==> config.mk <==
export PLATFORM = sky130hd
export DESIGN_NAME = multi_digit_timer
export DESIGN_NICKNAME = d
export VERILOG_FILES = /design/src/rtl/multi_digit_timer.sv
export SDC_FILE = /design/constraint.sdc
export NUM_CORES = 1
export LEC_CHECK = 0
export ABC_AREA = 0
export BUFFER_PORTS_ARGS = -buffer_cell sky130_fd_sc_hd__buf_2
export CAP_MARGIN = 40
export CORE_MARGIN = 2
export CORE_UTILIZATION = 30
export CTS_CLUSTER_SIZE = 24
export DETAILED_ROUTE_END_ITERATION = 10
export PLACE_DENSITY = 0.48
export SYNTH_ARGS = -nofsm -noshare
export SYNTH_HDL_FRONTEND = slang
export SYNTH_SLANG_ARGS = --single-unit
==> constraint.sdc <==
create_clock -name clock -period 2.8 [get_ports clock]
set_input_delay 0.56 -clock clock [delete_from_list [all_inputs] [get_ports clock]]
set_output_delay 0.56 -clock clock [all_outputs]
set_load 0.02 [all_outputs]
==> src/rtl/multi_digit_timer.sv <==
// multi_digit_timer: keypad-loaded BCD countdown timer (MM..:SS) with pause/cancel and
// an optional add-30-seconds button.
//
// Optional feature macro: TIMER_ADD30_EN enables the add-30-seconds logic. When it is
// undefined the add30 port is present but has no effect.
//
// Parameters
//   MIN_DIGITS : number of BCD minute digits (1..4)
//   TICK_DIV   : enabled clock cycles per one-second tick (1..65535)
// Ports
//   clock    : clock, all state changes on its rising edge
//   clrn     : asynchronous active-low reset
//   data     : keypad BCD digit (values above 9 stored as 9)
//   loadn    : active-low digit-entry strobe, one digit per cycle (IDLE/PAUSED only)
//   en       : tick prescaler enable
//   start    : start / resume request (level)
//   pause    : pause when running, cancel (clear to 0) otherwise
//   add30    : add 30 seconds (only with TIMER_ADD30_EN)
//   sec_ones : seconds ones digit
//   sec_tens : seconds tens digit
//   mins     : minute digits, least significant digit in bits [3:0]
//   zero     : combinational, high when all digits are 0
//   running  : high in RUN
//   done     : one-cycle pulse after the countdown reaches zero
module multi_digit_timer #(
  parameter int unsigned MIN_DIGITS = 2,
  parameter int unsigned TICK_DIV   = 1
) (
  input  logic                    clock,
  input  logic                    clrn,
  input  logic [3:0]              data,
  input  logic                    loadn,
  input  logic                    en,
  input  logic                    start,
  input  logic                    pause,
  input  logic                    add30,
  output logic [3:0]              sec_ones,
  output logic [3:0]              sec_tens,
  output logic [4*MIN_DIGITS-1:0] mins,
  output logic                    zero,
  output logic                    running,
  output logic                    done
);

  localparam int unsigned MW = 4 * MIN_DIGITS;

  typedef enum logic [1:0] {StIdle, StRun, StPaused, StDone} state_e;

  state_e        state_q, state_d;
  logic [3:0]    ones_q, ones_d;
  logic [3:0]    tens_q, tens_d;
  logic [MW-1:0] mins_q, mins_d;
  logic [15:0]   presc_q, presc_d;

  logic          tick;
  logic [15:0]   presc_nxt;
  logic [3:0]    data_sat;
  logic [3:0]    dec_ones, dec_tens;
  logic [MW-1:0] dec_mins;
  logic          dec_zero;

  // BCD decrement with borrow rippling up through zero digits.
  function automatic logic [MW-1:0] mins_dec(input logic [MW-1:0] m);
    logic [MW-1:0] r;
    logic          borrow;
    r      = m;
    borrow = 1'b1;
    for (int unsigned i = 0; i < MIN_DIGITS; i++) begin
      if (borrow) begin
        if (m[4*i +: 4] == 4'd0) begin
          r[4*i +: 4] = 4'd9;
        end else begin
          r[4*i +: 4] = m[4*i +: 4] - 4'd1;
          borrow      = 1'b0;
        end
      end
    end
    return r;
  endfunction

  // ---------------------------------------------------------------------------
  // Datapath helpers
  // ---------------------------------------------------------------------------
  assign tick      = (state_q == StRun) && en && (presc_q == 16'(TICK_DIV - 1));
  assign presc_nxt = tick ? 16'd0 : presc_q + 16'd1;
  assign data_sat  = (data > 4'd9) ? 4'd9 : data;

  // One-second decrement; tens values 6..9 from the keypad count down unchanged.
  always_comb begin
    dec_ones = ones_q;
    dec_tens = tens_q;
    dec_mins = mins_q;
    if (ones_q != 4'd0) begin
      dec_ones = ones_q - 4'd1;
    end else if (tens_q != 4'd0) begin
      dec_tens = tens_q - 4'd1;
      dec_ones = 4'd9;
    end else begin
      dec_mins = mins_dec(mins_q);
      dec_tens = 4'd5;
      dec_ones = 4'd9;
    end
  end

  assign dec_zero = (dec_ones == 4'd0) && (dec_tens == 4'd0) && (dec_mins == '0);

`ifdef TIMER_ADD30_EN
  // BCD increment; bit MW is the carry out of the top digit.
  function automatic logic [MW:0] mins_inc(input logic [MW-1:0] m);
    logic [MW-1:0] r;
    logic          carry;
    r     = m;
    carry = 1'b1;
    for (int unsigned i = 0; i < MIN_DIGITS; i++) begin
      if (carry) begin
        if (m[4*i +: 4] >= 4'd9) begin
          r[4*i +: 4] = 4'd0;
        end else begin
          r[4*i +: 4] = m[4*i +: 4] + 4'd1;
          carry       = 1'b0;
        end
      end
    end
    return {carry, r};
  endfunction

  logic [3:0]    add_ones, add_tens;
  logic [MW-1:0] add_mins;
  logic [MW:0]   add_inc;

  always_comb begin
    add_inc  = mins_inc(mins_q);
    add_ones = ones_q;
    add_tens = tens_q;
    add_mins = mins_q;
    if (tens_q <= 4'd2) begin
      add_tens = tens_q + 4'd3;
    end else if (add_inc[MW]) begin
      // Minute overflow saturates to the largest displayable time.
      add_mins = {MIN_DIGITS{4'd9}};
      add_tens = 4'd5;
      add_ones = 4'd9;
    end else begin
      add_tens = tens_q - 4'd3;
      add_mins = add_inc[MW-1:0];
    end
  end
`else
  logic unused_add30;
  assign unused_add30 = add30;
`endif

  // ---------------------------------------------------------------------------
  // State register and datapath registers
  // ---------------------------------------------------------------------------
  always_ff @(posedge clock or negedge clrn) begin
    if (!clrn) begin
      state_q <= StIdle;
    end else begin
      state_q <= state_d;
    end
  end

  always_ff @(posedge clock or negedge clrn) begin
    if (!clrn) begin
      ones_q  <= 4'd0;
      tens_q  <= 4'd0;
      mins_q  <= '0;
      presc_q <= 16'd0;
    end else begin
      ones_q  <= ones_d;
      tens_q  <= tens_d;
      mins_q  <= mins_d;
      presc_q <= presc_d;
    end
  end

  // ---------------------------------------------------------------------------
  // Next-state logic. Priority: terminal decrement > pause > start > add30 > entry.
  // ---------------------------------------------------------------------------
  always_comb begin
    state_d = state_q;
    ones_d  = ones_q;
    tens_d  = tens_q;
    mins_d  = mins_q;
    presc_d = presc_q;
    unique case (state_q)
      StRun: begin
        if (tick && dec_zero) begin
          // Reaching zero wins even over a simultaneous pause.
          state_d = StDone;
          ones_d  = dec_ones;
          tens_d  = dec_tens;
          mins_d  = dec_mins;
          presc_d = 16'd0;
        end else if (pause) begin
          // Digits and prescaler count are held.
          state_d = StPaused;
`ifdef TIMER_ADD30_EN
        end else if (add30) begin
          ones_d = add_ones;
          tens_d = add_tens;
          mins_d = add_mins;
          if (en) presc_d = presc_nxt;
`endif
        end else begin
          if (en) presc_d = presc_nxt;
          if (tick) begin
            ones_d = dec_ones;
            tens_d = dec_tens;
            mins_d = dec_mins;
          end
        end
      end
      StIdle, StPaused: begin
        if (pause) begin
          state_d = StIdle;
          ones_d  = 4'd0;
          tens_d  = 4'd0;
          mins_d  = '0;
          presc_d = 16'd0;
        end else if (start && !zero) begin
          state_d = StRun;
          // Resuming from PAUSED keeps the partial second.
          if (state_q == StIdle) presc_d = 16'd0;
`ifdef TIMER_ADD30_EN
        end else if (add30) begin
          ones_d = add_ones;
          tens_d = add_tens;
          mins_d = add_mins;
          if (state_q == StIdle) begin
            state_d = StRun;
            presc_d = 16'd0;
          end
`endif
        end else if (!loadn) begin
          ones_d = data_sat;
          tens_d = ones_q;
          mins_d = MW'({mins_q, tens_q});
        end
      end
      StDone: begin
        state_d = StIdle;
      end
      default: begin
        state_d = StIdle;
      end
    endcase
  end

  // ---------------------------------------------------------------------------
  // Outputs
  // ---------------------------------------------------------------------------
  always_comb begin
    running = (state_q == StRun);
    done    = (state_q == StDone);
  end

  assign sec_ones = ones_q;
  assign sec_tens = tens_q;
  assign mins     = mins_q;
  assign zero     = (ones_q == 4'd0) && (tens_q == 4'd0) && (mins_q == '0);

endmodule

# Word-level counts from Yosys, hierarchy flattened
# Index checks and enable logic that the tools add are counted.
[totals]
ff_bits = 34
input_bits = 11
word_cells = 94
[op_classes]
n_addsub = 5
magnitude_cmp = 1
eq_ne = 11
muxes = 46
n_reduce_logical = 26
[ops]
columns = ["op", "count"]
rows = [
  ["$mux W16", 7],
  ["$mux W4", 19],
  ["$mux W8", 8],
  ["$pmux W16 S2", 1],
  ["$logic_not A4 Y1", 6],
  ["$add A16 B1 Y16 const B", 1],
  ["$logic_not A16 Y1", 1],
  ["$logic_not A8 Y1", 2],
  ["$pmux W4 S2", 2],
  ["$pmux W8 S2", 1],
  ["$sub A4 B1 Y4 const B", 4],
  ["$ne A3 B3 Y1 const B", 4],
  ["$reduce_and A5 Y1", 2],
  ["$ne A3 B2 Y1 const B", 3],
  ["$logic_and A1 B1 Y1", 8],
  ["$mux W2", 4],
  ["$reduce_bool A4 Y1", 2],
  ["$pmux W2 S3", 1],
  ["$eq A2 B2 Y1 const B", 2],
  ["$gt A4 B4 Y1 const B", 1],
  ["$mux W1", 3],
  ["$ne A3 B1 Y1 const B", 1],
  ["$eq A2 B1 Y1 const B", 1],
  ["$logic_not A2 Y1", 1],
  ["other kinds (4)", 4],
]

# Longest topological paths before layout
# Gate-level depths: netlist of run 1.
[logic_depth]
ltp_word = 12
depth_mapped = 9
ltp_nobuf = 8

# Worst setup path after synthesis of run 1
# OpenSTA, ideal clock, no wires.
[synth_timing]
kind = "register to register"
startpoint = "reg mins_q[3], in the netlist mins[3]"
endpoint = "reg mins_q[0], in the netlist mins[0]"
arrival_time_ns = 2.512
required_ns = 2.674
slack_ns = 0.162
stages_incl_launch_ff = 8
n_path_buf = 1
period_less_slack_ns = 2.638
cell_sequence = "dfrtp_1 > or4_4 > or4b_4 > o221ai_4 > nand2_2 > or2_1 > buf_6 > a221o_1"
[synth_via]
elab_chain_len = 12
word_cells_on_any_way = 24
cone_classes = "add/sub (1); eq/ne (3); mux (11); reduce/logical (9)"
[synth_rtl]
columns = ["element", "line_no", "source"]
rows = [
  ["from (decl)", "52", "logic [MW-1:0] mins_q, mins_d;"],
  ["from (signal assigned)", "173", "mins_q <= mins_d;"],
  ["$logic_not A4 Y1", "70", "if (m[4*i +: 4] == 4'd0) begin"],
  ["$mux W1", "70", ""],
  ["$mux W1", "95", "end else if (tens_q != 4'd0) begin"],
  ["$mux W1", "93", "if (ones_q != 4'd0) begin"],
  ["$mux W4", "69", "if (borrow) begin"],
  ["$mux W8", "95", ""],
  ["$mux W8", "93", ""],
  ["$logic_not A8 Y1", "105", "assign dec_zero = (dec_ones == 4'd0) && (dec_tens == 4'd0) && (dec_mins == '0);"],
  ["$logic_and A1 B1 Y1", "105", ""],
  ["$logic_and A1 B1 Y1", "189", "if (tick && dec_zero) begin"],
  ["$ne A3 B1 Y1 (no source line), or another cell as far along", "n/a", ""],
  ["$reduce_and A5 Y1 (no source line) / $pmux W8 S2 (equally long branches)", "n/a", ""],
]
# Parallel ways exist; a longest one is shown, timed or not. The select of a mux whose other input is x is not followed.
# A chain may end at the register's enable or synchronous reset.

# Worst setup path after layout of run 1
[layout_timing]
startpoint = "reg mins_q[3], in the netlist mins[3]"
endpoint = "reg mins_q[5], in the netlist mins[5]"
# The elaborated chain is that of the path after synthesis.

==> key figures, run 1 <==
STA
  • RSZ-0062 raised after global routing: no
  • Final Max Tran Viols: 0
  • Sum Neg Setup Slack: 0 ns
  • Fmax: 382 MHz
  • Final hold violations: 0
  • Worst rel slew slack: 67.7%
  • Clk_skew: 0.00946 ns
  • Final setup viols: 0
  • Slack of the critical path: around 0.18 ns
  • Worst-Margin Slew: approximately 0.48 ns
  • Tmin final: approximately 2.6 ns
  • Final period util: 93.5%

Synthesis
  • Post-Syn Area: ~2300 um2
  • Yosys top cell by area: dfrtp_1
  • Ys Warns: 0
  • Syn Nets: approximately 280
  • Yosys reg bits: 34
  • Top-count cell post-synth: dfrtp_1
  • Top FF cell, synth: dfrtp_1
  • Ranking of synthesized cells by area: dfrtp_1 37%, a21oi_1 4.6%, nand2_1 3.6%
  • Syn Area/Cell: 8.60 um2
  • Post-synth EDFFs: 0
  • Sequential area share after synthesis: 36.9%
  • Post-Synthesis Cells: 268
  • Async SR Flop Fraction: 100%
  • Synth top cells by count: 34 x dfrtp_1, 22 x nand2_1, 22 x nor2_1
  • Yosys top cell area share: 36.9%
  • Distinct cells, synth: between 50 and 60

Clocking
  • Hold-fix buffers at CTS: 0
  • Clk root buf: clkbuf_8
  • H-tree Lvls: 2
  • Clock-pin slew on the worst setup and hold paths: 0.08 ns
  • Post CTS Setup Buffer Count: 0
  • CTS sink count: 34
  • CTS tree: yes
  • Clock Latency Late Sink: 0.30 ns
  • Resized Gates After CTS: 1
  • CTS Buf Count: 5
  • Clk buf depth: 2

Place
  • Pre-CTS setup slack: 0.174 ns
  • GPL Wtd Cong: ~0.8
  • Area after DPL: 2690 um2
  • HPWL Detailed: 4720 um
  • PortBufs: 28

Detailed routing
  • Met2 wire len: 3210 um
  • Top sig layer: met4
  • Routed wire length: about 6600 um
  • Via count: 2266
  • Remaining DRCs: 0
  • Wirelength per Cell: 16.1 um
  • Initial DRC Count: 93
  • Via density: 5.51
  • Met3 WL: 301 um
  • Pre-antenna DRT Iters: 4
  • M1 WL: 3050 um
  • ANT nets after route: 0

Pwr
  • Leak: 1.23 nW
  • Total chip power: 0.00259 W
  • Power density over cell area: between 900 and 1000 nW/um2
  • Worst ir drop on vdd: 0.192 mV

Critical path
  • WP data arrival: 2.80 ns
  • CP Launch Type: flop
  • RR Startpoint: mins[3]$_DFFE_PN0P_
  • Worst path slowest cell: or4_4
  • Worst-path fanout max: 8
  • Reg2reg setup slack: roughly 0.18 ns
  • Crit path depth: 7
  • CP Capture Type: flop
  • CP cell instances: or4_4 > or4b_4 > o221ai_4 > nand2_2 > nor2_1 > buf_4 > mux2_2
  • Worst EP required: 2.99 ns
  • Reg2Reg Depth: 7
  • Crit-path leading delay family: simple AND/OR/NAND/NOR gates
  • CP peak stage delay: 0.58 ns
  • CP Class: reg2reg
  • Reg2reg end: mins[5]$_DFFE_PN0P_
  • WP buf/inv: 1

Cells and area
  • ANT cells: 0
  • Final Cell Area: 2790 um2
  • Syn-to-layout area delta: 21.1%
  • Fin util: a little under two fifths
  • Post-layout net count: 327
  • Layout cell share with drive strength beyond 1: 25.0%

Floorplanning
  • Core footprint: 7330 um2
  • Initial Utilization: 31.5%
  • Row count: 31
  • Die area: 8400 um2
  • Die Y: 91.7 um
  • Ports: 30
  • Die X: 91.7 um

GRT
  • Gr ovfl total: 0
  • Initial antenna violation count: 0
  • All-Layer GR Usage: roughly 16%
  • First-pass GRT wire length: 10900 um
  • Vias in the first global route: 2181
  • Largest net degree at the start of global routing: 34

Outcome
  • Status: complete, no violations

Run
  • Max cap viols: 0

Hold path
  • Worst Hold Class: in2async
[routing by layer]
metal	vias up	global-route usage [%]
li1	1101	-
met1	1107	21.1
met2	49	27.3
met3	9	3.20
met4	0	4.67
met5	-	0
[worst max path at each step]
stage                                        from                  end
after floorplan               mins[3]$_DFFE_PN0P_  mins[0]$_DFFE_PN0P_
after CTS                 sec_ones[1]$_DFFE_PN0P_                 zero
after global placement        mins[3]$_DFFE_PN0P_  mins[1]$_DFFE_PN0P_
after detailed placement      mins[3]$_DFFE_PN0P_  mins[5]$_DFFE_PN0P_
final                         mins[3]$_DFFE_PN0P_  mins[5]$_DFFE_PN0P_
after global routing      sec_ones[1]$_DFFE_PN0P_                 zero
[logic make-up after synthesis]
logic type	after synthesis	synth area share, %
XOR/XNOR	1	0.380
adder cells (fa/ha/maj)	5	2.71
multiplexers	7	3.31
buffers and inverters	24	4.45
AO/OA/AOI/OAI	88	26.0
AND/OR/NAND/NOR	109	26.2
flip-flops	34	36.9
[worst register-to-register path: cells and delay by family, from the launching register on]
kind / cells / cell delay (ns)
simple gates: 4 / 1.45
flops: 1 / 0.38
compound gates: 1 / 0.19
buf+inv: 1 / 0.16
mux: 1 / 0.32
[layout make-up]
| class | count | area (um2) |
|---|---|---|
| Fill cell | 782 | 4540 |
| Clock buffer | 7 | 86.3 |
| Multi-Input combinational cell | 210 | 1370 |
| Clock inverter | 1 | 5.00 |
| Timing Repair Buffer | 51 | 325 |
| Sequential cell | 34 | 851 |
| Tap cell | 99 | 124 |
| Inverter | 9 | 33.8 |
[power by group]
group / switching [W] / total [W] / internal (W)
sequential: 0.000132 / 0.000731 / 0.000599
combinational: 0.000851 / 0.00146 / 0.000612
clock: 0.000195 / 0.000394 / 0.000199
total: 0.00118 / 0.00259 / 0.00141
[registers in the layout (all words and copies together), names as in the netlist]
signal    cells
mins          8
presc_q      16
sec_ones      4
sec_tens      4
state_q       2
[per-stage QoR]
stage	hold slack [ns]	cells
final	0.0478	411
after global routing	0.0455	411
after CTS	0.0434	411
after detailed placement	0.361	403
after global placement	0.483	402
after floorplan	0.264	268
[layout by cell type (no fill, tap or decap), drive strengths merged, types with 7 or more instances in the layout]
cell,synthesis,layout
buf,1,51
dfrtp,34,34
nand2,23,23
nor2,22,22
a21oi,21,21
o21ai,14,14
a31oi,12,12
inv,9,9
nand3,9,9
o21a,9,9
nor3,8,8
clkbuf,13,7
No activity file was read; power rests on OpenSTA's default activity.
==> run 2: changes to the inputs <==
==> constraint.sdc (replaced) <==
create_clock -name clock -period 3.2 [get_ports clock]
set_input_delay 0.64 -clock clock [delete_from_list [all_inputs] [get_ports clock]]
set_output_delay 0.64 -clock clock [all_outputs]
set_load 0.02 [all_outputs]
==> run 2 against run 1 <==
Worst hold slack better by 0.37 ns. Wire length down 3.6%. Sequential share of layout area up 1.2 points. Non-clock buffer count down 9. First-iteration DRC count down 17%. Critical path depth down 1. Final cell count down 2.7%. Core utilization down 1.4 points. Via count down 1.3%. Die area unchanged.
==> key figures, run 2 (same netlist as run 1, synthesis figures left out) <==
Outcome
  • Status: complete, no violations

GRT
  • Vias in the first global route: 2123 (-2.7%)
  • Gr ovfl total: 0 (unchanged)
  • Largest net degree at the start of global routing: 35 (+2.9%)
  • First-pass GRT wire length: 10800 um (-0.94%)
  • All-Layer GR Usage: 15.8% (-0.44 points)
  • Initial antenna violation count: 0 (unchanged)

Place
  • Pre-CTS setup slack: 0.363 ns (+0.189 ns)
  • Placed cells: 394 (-2.2%)
  • GPL Wtd Cong: 0.797 (-0.46%)
  • HPWL Detailed: 4530 um (-4.2%)
  • PortBufs: 28 (unchanged)

Cells and area
  • Largest Register: presc_q
  • Post-layout net count: 318 (-2.8%)
  • ANT cells: 0 (unchanged)
  • Syn-to-layout area delta: 16.6%
  • Layout Cells excl Fill: 400 (-2.7%)
  • Layout cell share with drive strength beyond 1: 21.6% (-3.4 points)
  • Commonest non-fill, non-tap cells in the layout: 34 x dfrtp_1, 28 x buf_2, 22 x nor2_1, 22 x nand2_1, 21 x a21oi_1
  • Largest register FFs: 16 (unchanged)
  • Most common cell after layout, fill and taps aside: dfrtp_1
  • Fin util: 36.7% (-1.4 points)
  • Fillers: 792 (+1.3%)

Critical path
  • Reg2Reg Depth: 8 (+1)
  • Crit-path leading delay family: simple AND/OR/NAND/NOR gates
  • WP buf/inv: 2 (+1)
  • RR Startpoint: sec_ones[1]$_DFFE_PN0P_
  • Worst EP required: 2.56 ns (-0.43 ns)
  • Worst-path fanout max: 6 (-2)
  • WP data arrival: 2.34 ns (-0.46 ns)
  • CP Capture Type: output port
  • Reg2reg setup slack: 0.34 ns (+0.16 ns)
  • Worst path most repeated cell: nor4b_1
  • CP peak stage delay: 0.43 ns (-0.15 ns)
  • Worst path slowest cell: dfrtp_1
  • Reg2reg end: sec_tens[3]$_DFFE_PN0P_
  • CP cell instances: inv_1 > ha_1 > nor4b_1 > nand3_1 > nor4b_1 > buf_2
  • CP Class: reg2out
  • CP Launch Type: flop

STA
  • Fmax: 336 MHz
  • Final hold violations: 0 (unchanged)
  • RSZ-0062 raised after global routing: no
  • Tmin final: 2.98 ns
  • Worst-Margin Slew: 0.772 ns (+0.292 ns)
  • Final setup viols: 0 (unchanged)
  • Sum Neg Setup Slack: 0 ns (unchanged)
  • Final Max Tran Viols: 0 (unchanged)
  • Slack of the critical path: 0.221 ns (+0.0384 ns)
  • Hold slack: 0.413 ns (+0.366 ns)
  • Clk_skew: 0.00525 ns (-0.00421 ns)
  • Worst rel slew slack: 48.5% (-19 points)
  • Final period util: 93.1%

Floorplanning
  • Ports: 30 (unchanged)
  • Die X: 91.7 um (unchanged)
  • Core footprint: 7330 um2 (unchanged)
  • Initial Utilization: 31.5% (unchanged)
  • Die area: 8400 um2 (unchanged)
  • Die Y: 91.7 um (unchanged)
  • Row count: 31 (unchanged)

Clocking
  • CTS tree: yes
  • Clk root buf: clkbuf_8
  • Hold-fix buffers at CTS: 0 (unchanged)
  • Post CTS Setup Buffer Count: 0 (unchanged)
  • Resized Gates After CTS: 0 (-1)
  • Clock-pin slew on the worst setup and hold paths: 0.07 ns (about the same)
  • CTS sink count: 34 (unchanged)
  • Clk buf depth: 2 (unchanged)
  • CTS Buf Count: 5 (unchanged)
  • Clock Latency Late Sink: 0.29 ns (about the same)
  • H-tree Lvls: 2 (unchanged)

Pwr
  • Leak: 1.17 nW (-4.8%)
  • Worst ir drop on vdd: 0.174 mV (-9.1%)
  • Power density over cell area: 797 nW/um2 (-14%)

Detailed routing
  • ANT nets after route: 0 (unchanged)
  • Via density: 5.59 (+1.4%)
  • Wirelength per Cell: 16.0 um (-0.97%)
  • Pre-antenna DRT Iters: 4 (unchanged)
  • Routed wire length: 6390 um (-3.6%)
  • Remaining DRCs: 0 (unchanged)
  • Initial DRC Count: 77 (-17%)
  • Via count: 2237 (-1.3%)

Run
  • Max cap viols: 0 (unchanged)

Hold path
  • Worst Hold Class: in2async
run 2: layer usage:
metal	track usage, %	wire length, um	part of all wire (%)
met4	4.17	76	1.2
met2	25.2	3090	48
met1	22.0	2930	46
met3	2.79	289	4.5
met5	0	0	0
run 2: final cells by class:
class | count | area, um2 | share of cell area [%]
Multi-Input combinational cell | 210 | 1350 | 50.3
Sequential cell | 34 | 851 | 31.6
Timing Repair Buffer | 42 | 245 | 9.12
Tap cell | 99 | 124 | 4.61
Clock buffer | 6 | 82.6 | 3.07
Inverter | 9 | 33.8 | 1.26
run 2: worst max path at each step:
stage                       startpoint                      end  depth (start not counted)
2_1_floorplan  sec_ones[0]$_DFFE_PN0P_                     zero                          5
3_3_place_gp   sec_ones[1]$_DFFE_PN0P_      mins[1]$_DFFE_PN0P_                          9
3_5_place_dp   sec_ones[1]$_DFFE_PN0P_  sec_tens[3]$_DFFE_PN0P_                          8
4_1_cts        sec_ones[0]$_DFFE_PN0P_                     zero                          6
5_1_grt        sec_ones[0]$_DFFE_PN0P_                     zero                          6
6_report       sec_ones[1]$_DFFE_PN0P_                     zero                          6
run 2: power breakdown:
group	switching [W]	total, W	internal, W
Clock	0.000153	0.000319	0.000166
Sequential	0.000176	0.000699	0.000524
Combinational	0.000653	0.00113	0.000473
run 2: stage by stage:
step / cell area, um2 / power (W)
6_report: 2690 / 0.00214
4_1_cts: 2690 / 0.00217
3_3_place_gp: 2610 / 0.00183
2_1_floorplan: 2310 / 0.00146
5_1_grt: 2690 / 0.00231
3_5_place_dp: 2610 / 0.00184
